<file path="src/rtl/processor_datapath.sv">
// Register/bus datapath of the 8-bit processor: PC, MAR, IR, A, B, C, PR, MARR, CCR and the ALU.
// Loads land one cycle after their strobe edge; buses and ALU are combinational; no backpressure.
module processor_datapath #(
  parameter logic [7:0] IMM_VALUE = 8'h01,
  parameter logic [7:0] PC_RESET  = 8'h00,
  parameter logic [7:0] PR_RESET  = 8'h00
) (
  input  logic       clock,
  input  logic       reset,
  input  logic       IR_Load,
  input  logic       MAR_Load,
  input  logic       MARR_Load,
  input  logic       PC_Load,
  input  logic       PC_Inc,
  input  logic       PR_Load,
  input  logic       A_Load,
  input  logic       B_Load,
  input  logic       C_Load,
  input  logic       CCR_Load,
  input  logic [3:0] ALU_Sel,
  input  logic [1:0] Bus1_Sel,
  input  logic [1:0] Bus2_Sel,
  input  logic       write,
  input  logic [7:0] from_memory,
  output logic [7:0] address,
  output logic [7:0] res_address,
  output logic [7:0] res_data,
  output logic       res_we,
  output logic [7:0] IR,
  output logic       CCR_Result
);

  logic [7:0]  r_pc, r_mar, r_ir, r_a, r_b, r_c, r_pr, r_marr;
  logic [3:0]  r_ccr;
  logic [7:0]  w_bus1, w_bus2;
  logic [7:0]  w_alu_res, w_flag_src;
  logic        w_alu_v, w_alu_cf;
  logic [8:0]  w_sum, w_diff;
  logic [15:0] w_prod;
  logic        w_add_v, w_sub_v;

  always_comb begin
    w_bus1 = r_pc;
    case (Bus1_Sel)
      2'b00:   w_bus1 = r_pc;
      2'b01:   w_bus1 = r_a;
      2'b10:   w_bus1 = r_b;
      default: w_bus1 = r_pr;
    endcase
  end

  always_comb begin
    w_bus2 = w_alu_res;
    case (Bus2_Sel)
      2'b00:   w_bus2 = w_alu_res;
      2'b01:   w_bus2 = IMM_VALUE;
      2'b10:   w_bus2 = from_memory;
      default: w_bus2 = r_c;
    endcase
  end

  assign w_sum   = {1'b0, r_a} + {1'b0, r_b};
  assign w_diff  = {1'b0, r_a} - {1'b0, r_b};
  assign w_prod  = {8'h00, r_a} * {8'h00, r_b};
  assign w_add_v = (r_a[7] == r_b[7]) && (w_sum[7] != r_a[7]);
  assign w_sub_v = (r_a[7] != r_b[7]) && (w_diff[7] != r_a[7]);

  always_comb begin
    w_alu_res  = 8'h00;
    w_alu_v    = 1'b0;
    w_alu_cf   = 1'b0;
    w_flag_src = 8'h00;
    case (ALU_Sel)
      4'h0: begin w_alu_res = w_sum[7:0];  w_alu_cf = w_sum[8];  w_alu_v = w_add_v; end
      4'h1: begin w_alu_res = w_diff[7:0]; w_alu_cf = w_diff[8]; w_alu_v = w_sub_v; end
      4'h2: begin w_alu_res = w_prod[7:0]; w_alu_cf = |w_prod[15:8]; w_alu_v = |w_prod[15:8]; end
      4'h3: begin
        if (r_b == 8'h00) begin w_alu_res = 8'hFF; w_alu_v = 1'b1; end
        else              w_alu_res = r_a / r_b;
      end
      4'h4: begin
        if (r_b == 8'h00) begin w_alu_res = r_a; w_alu_v = 1'b1; end
        else              w_alu_res = r_a % r_b;
      end
      4'h5: begin w_alu_res = r_a; w_alu_cf = w_diff[8]; w_alu_v = w_sub_v; end
      4'h6: w_alu_res = r_a & r_b;
      4'h7: w_alu_res = r_a | r_b;
      4'h8: w_alu_res = ~r_a;
      4'hA: w_alu_res = r_a ^ r_b;
      4'hB: w_alu_res = ~(r_a & r_b);
      4'hC: w_alu_res = ~(r_a | r_b);
      4'hD: w_alu_res = ~(r_a ^ r_b);
      default: w_alu_res = 8'h00;
    endcase
    // Compare passes A through but its N/Z describe A-B
    w_flag_src = (ALU_Sel == 4'h5) ? w_diff[7:0] : w_alu_res;
  end

  always_ff @(posedge clock or negedge reset) begin
    if (!reset) begin
      r_pc   <= PC_RESET;
      r_pr   <= PR_RESET;
      r_ir   <= 8'h00;
      r_mar  <= 8'h00;
      r_marr <= 8'h00;
      r_a    <= 8'h00;
      r_b    <= 8'h00;
      r_c    <= 8'h00;
      r_ccr  <= 4'h0;
    end else begin
      if (PC_Load)      r_pc <= w_bus2;
      else if (PC_Inc)  r_pc <= r_pc + 8'h01;
      if (IR_Load)   r_ir   <= w_bus2;
      if (MAR_Load)  r_mar  <= w_bus1;
      if (MARR_Load) r_marr <= r_pr;
      if (PR_Load)   r_pr   <= w_bus2;
      if (A_Load)    r_a    <= w_bus2;
      if (B_Load)    r_b    <= w_bus2;
      if (C_Load)    r_c    <= w_alu_res;
      if (CCR_Load)  r_ccr  <= {w_flag_src[7], (w_flag_src == 8'h00), w_alu_v, w_alu_cf};
    end
  end

  always_comb begin
    CCR_Result = 1'b1;
    case (r_ir[1:0])
      2'b00:   CCR_Result = 1'b1;
      2'b01:   CCR_Result = r_ccr[2];
      2'b10:   CCR_Result = r_ccr[3];
      default: CCR_Result = r_ccr[0];
    endcase
  end

  assign address     = r_mar;
  assign res_address = r_marr;
  assign res_data    = r_c;
  assign res_we      = write;
  assign IR          = r_ir;

endmodule
</file>
<file path="config.mk">
export PLATFORM = sky130hd
export DESIGN_NAME = processor_datapath
export DESIGN_NICKNAME = d
export VERILOG_FILES = /design/src/rtl/processor_datapath.sv
export SDC_FILE = /design/constraint.sdc
export NUM_CORES = 1
export LEC_CHECK = 0
export ABC_AREA = 1
export CAP_MARGIN = 10
export CORE_UTILIZATION = 50
export CTS_BUF_LIST = sky130_fd_sc_hd__clkbuf_16
export CTS_CLUSTER_SIZE = 30
export DETAILED_ROUTE_END_ITERATION = 10
export PLACE_DENSITY_LB_ADDON = 0.08
export SLEW_MARGIN = 20
export SYNTH_ARGS = -nofsm -noshare
export SYNTH_HDL_FRONTEND = slang
export SYNTH_SLANG_ARGS = --single-unit
</file>
<file path="constraint.sdc">
create_clock -name clock -period 9.5 [get_ports clock]
set_input_delay 1.9 -clock clock [delete_from_list [all_inputs] [get_ports clock]]
set_output_delay 1.9 -clock clock [all_outputs]
set_load 0.02 [all_outputs]
</file>
==> results.json <==
{
  "outcome": "complete, no violations",
  "timing.final.ws_setup_ps": 514.8,
  "crit_end": "r_b[5]",
  "initial_core_util_pct": 51.20,
  "startpoint": "r_b[0]",
  "coreArea_um2": 17300,
  "nets": 1537,
  "cts_tree": "built",
  "dp_hpwl_um": 21440,
  "fin_skew_ps": 5.987,
  "detail_route.wl_per_cell_um": 17.52,
  "ys_seq_area_share_pct": 18.93,
  "clkTransAtPathRegs_ps": 60,
  "syn-num-nets": 1460,
  "drtAntennaViolNets": 0,
  "cp.required_ps": 9700,
  "synth.area.top_cells": "dfrtp_1 (19%), nand2_1 (15%), ha_1 (14%)",
  "io_pins": 63,
  "place_ws_ps": -223.8,
  "areaGrowthSynthToFinish_pct": 21.67,
  "critPathKind": "flip-flop to flip-flop",
  "grt_usage_pct": 30.80,
  "grt_pass1_vias": 8230,
  "drt-initial-drc-count": 518,
  "syn_inst": 1292,
  "ys_warn_count": 0,
  "rr_endpoint": "r_b[5]",
  "h-tree-depth": 3,
  "fp.dieH_um": 135.1,
  "drive_gt1_share_pct": 15.94,
  "dieArea_um2": 18250,
  "viasPerCell": 5.452,
  "antenna_found_initial": 0,
  "avgSynthCellArea_um2": 6.854,
  "cpPeakStageDelay_ps": 340,
  "rr_worst_depth": 71,
  "crit_path_end_kind": "flip-flop",
  "clock_latency_ps": 350,
  "worst_pin_slew_ps": 839.5,
  "grt_pass1_wl_um": 42890,
  "fmax_mhz": 111.3,
  "period_needed_ps": 8985,
  "post-route-period-util_pct": 94.58,
  "synth-seq-cells": 67,
  "diodes": 0,
  "syn_area_um2": 8856,
  "dr.pass1.iters": 5,
  "ys_async_sr_fraction_pct": 100.0,
  "drt-total-wl_um": 28010,
  "gr-total-overflow": 0,
  "drc": 0,
  "ff2ff_setup_slack_ps": 510,
  "dieWidth_um": 135.1,
  "num_vias": 8717,
  "final_common_cell": "nand2_1",
  "ctsHoldBuffers": 0,
  "min_path_cells": 2,
  "setup_viol": 0,
  "rows": 48,
  "grt_start_max_net_pins": 68,
  "crit_arrival_ps": 9190,
  "start_kind": "flip-flop",
  "clock_sinks": 67,
  "synthDominantCellAreaShare_pct": 18.93,
  "final_hold_viol_count": 0,
  "synthDistinctLibCells": 56,
  "cts_buffer_depth": 2,
  "crit_path_frequent_cell": "nand2_1",
  "crit_slowest_cell": "dfrtp_1",
  "dominantRegCellSynth": "dfrtp_1",
  "gp_congestion": 0.9549,
  "numCtsBuffers": 9,
  "final_max_slew_viol_count": 0,
  "relSlewSlack_pct": 44.03,
  "r2r_start": "r_b[0]",
  "min_path_type": "flip-flop to flip-flop",
  "root_buffer": "clkbuf_16",
  "synth_edf_count": 0,
  "path_max_fanout": 8,
  "cap_violations": 0,
  "io_buffers": 60,
  "final_cell_mix": "nand2_1 (315), inv_1 (231), ha_1 (78), dfrtp_1 (67), nor2_1 (65)",
  "post-synth-top-area-cell": "dfrtp_1"
}
## synthesized netlist by cell type (5+ instances only)
cell         n
nand3_1     78
inv_2        6
or2_2        9
nor3_1      16
o2111ai_1    9
o22ai_1     14
nand2_1    350
ha_1       100
inv_1      240
buf_2        8
nand4_1      7
xnor2_1      8
and2_1       7
nor2_4       6
xor2_1      24
clkbuf_1    14
a221oi_1     6
nor2_1      66
fa_1        39
o21ai_0     69
dfrtp_1     67
buf_4        5
nand2_2      6
mux2_2       8
a21oi_1     60
o21ai_1     12
## area by class of cell
class,instances,area [um^2]
inverter,247,934.6
clock inverter,7,51.30
timing repair buffer,97,877.1
clock buffer,9,225.2
sequential,67,1677
multi-input combinational,947,6729
fill,1653,6521
tap,225,281.5
## repair_timing
item / 4_1_cts / 5_1_grt
buffers inserted: 1 / 10
setup endpoints to repair: 36 / 50
pin swaps: 1 / 39
gates resized for setup: 10 / 126
cloned: 0 / 0
## layer usage
metal  vias up  track usage [%]  part of all wire [%]
met5         -                0                     0
met4         0            12.61                   4.6
met3        86            5.668                   5.6
met2       257            51.14                    48
met1      4089            39.27                    42
li1       4285                -                     -
## logic make-up (layout without fill, tap and decap cells)
logic type	count (synthesis)	after routing	share of synthesized area (%)
compound gates	201	201	13.52
xor+xnor	32	32	3.165
fa+ha+maj	139	139	22.94
buf+inv	278	360	12.39
flops	67	67	18.93
mux	8	8	1.017
simple gates	567	567	28.03
## flip-flops by register name, summed over array words and instances (netlist names), 8 cells and up
register / count
IR: 8
address: 8
r_a: 8
r_b: 8
r_pc: 8
r_pr: 8
res_address: 8
res_data: 8
## stage by stage
stage / utilization, % / instance area (um^2) / hold WS, ps / setup TNS (ps) / cells
final: 62.30 / 10780 / 484.7 / 0 / 1599
after global routing: 62.30 / 10780 / 501.4 / -2332 / 1599
after CTS: 58.32 / 10090 / 485.5 / 0 / 1589
after detailed placement: 56.43 / 9761 / 469.4 / -3744 / 1572
after global placement: 56.43 / 9761 / 469.1 / -203.5 / 1572
after floorplan: - / 8856 / 448.9 / 0 / 1292
## critical path: cells and delay by family, from the launching register on
| family | cells | cell delay [ps] |
|---|---|---|
| simple gates | 39 | 3910 |
| fa+ha+maj | 8 | 2090 |
| compound gates | 11 | 1390 |
| buf+inv | 12 | 950 |
| xor+xnor | 1 | 210 |
| flops | 1 | 340 |
## how the worst min path moves through the flow
stage	slack, ps	to	startpoint
floorplan	450	r_pr[6]	r_pr[6]
global placement	470	IR[6]	IR[6]
detailed placement	470	r_pr[6]	r_pr[6]
CTS	490	IR[3]	IR[3]
global route	500	r_ccr[0]	r_ccr[0]
finish	480	IR[2]	IR[2]
Power is not shown: default switching activity piles up to over one toggle a cycle in this logic, so the estimate is an artifact.
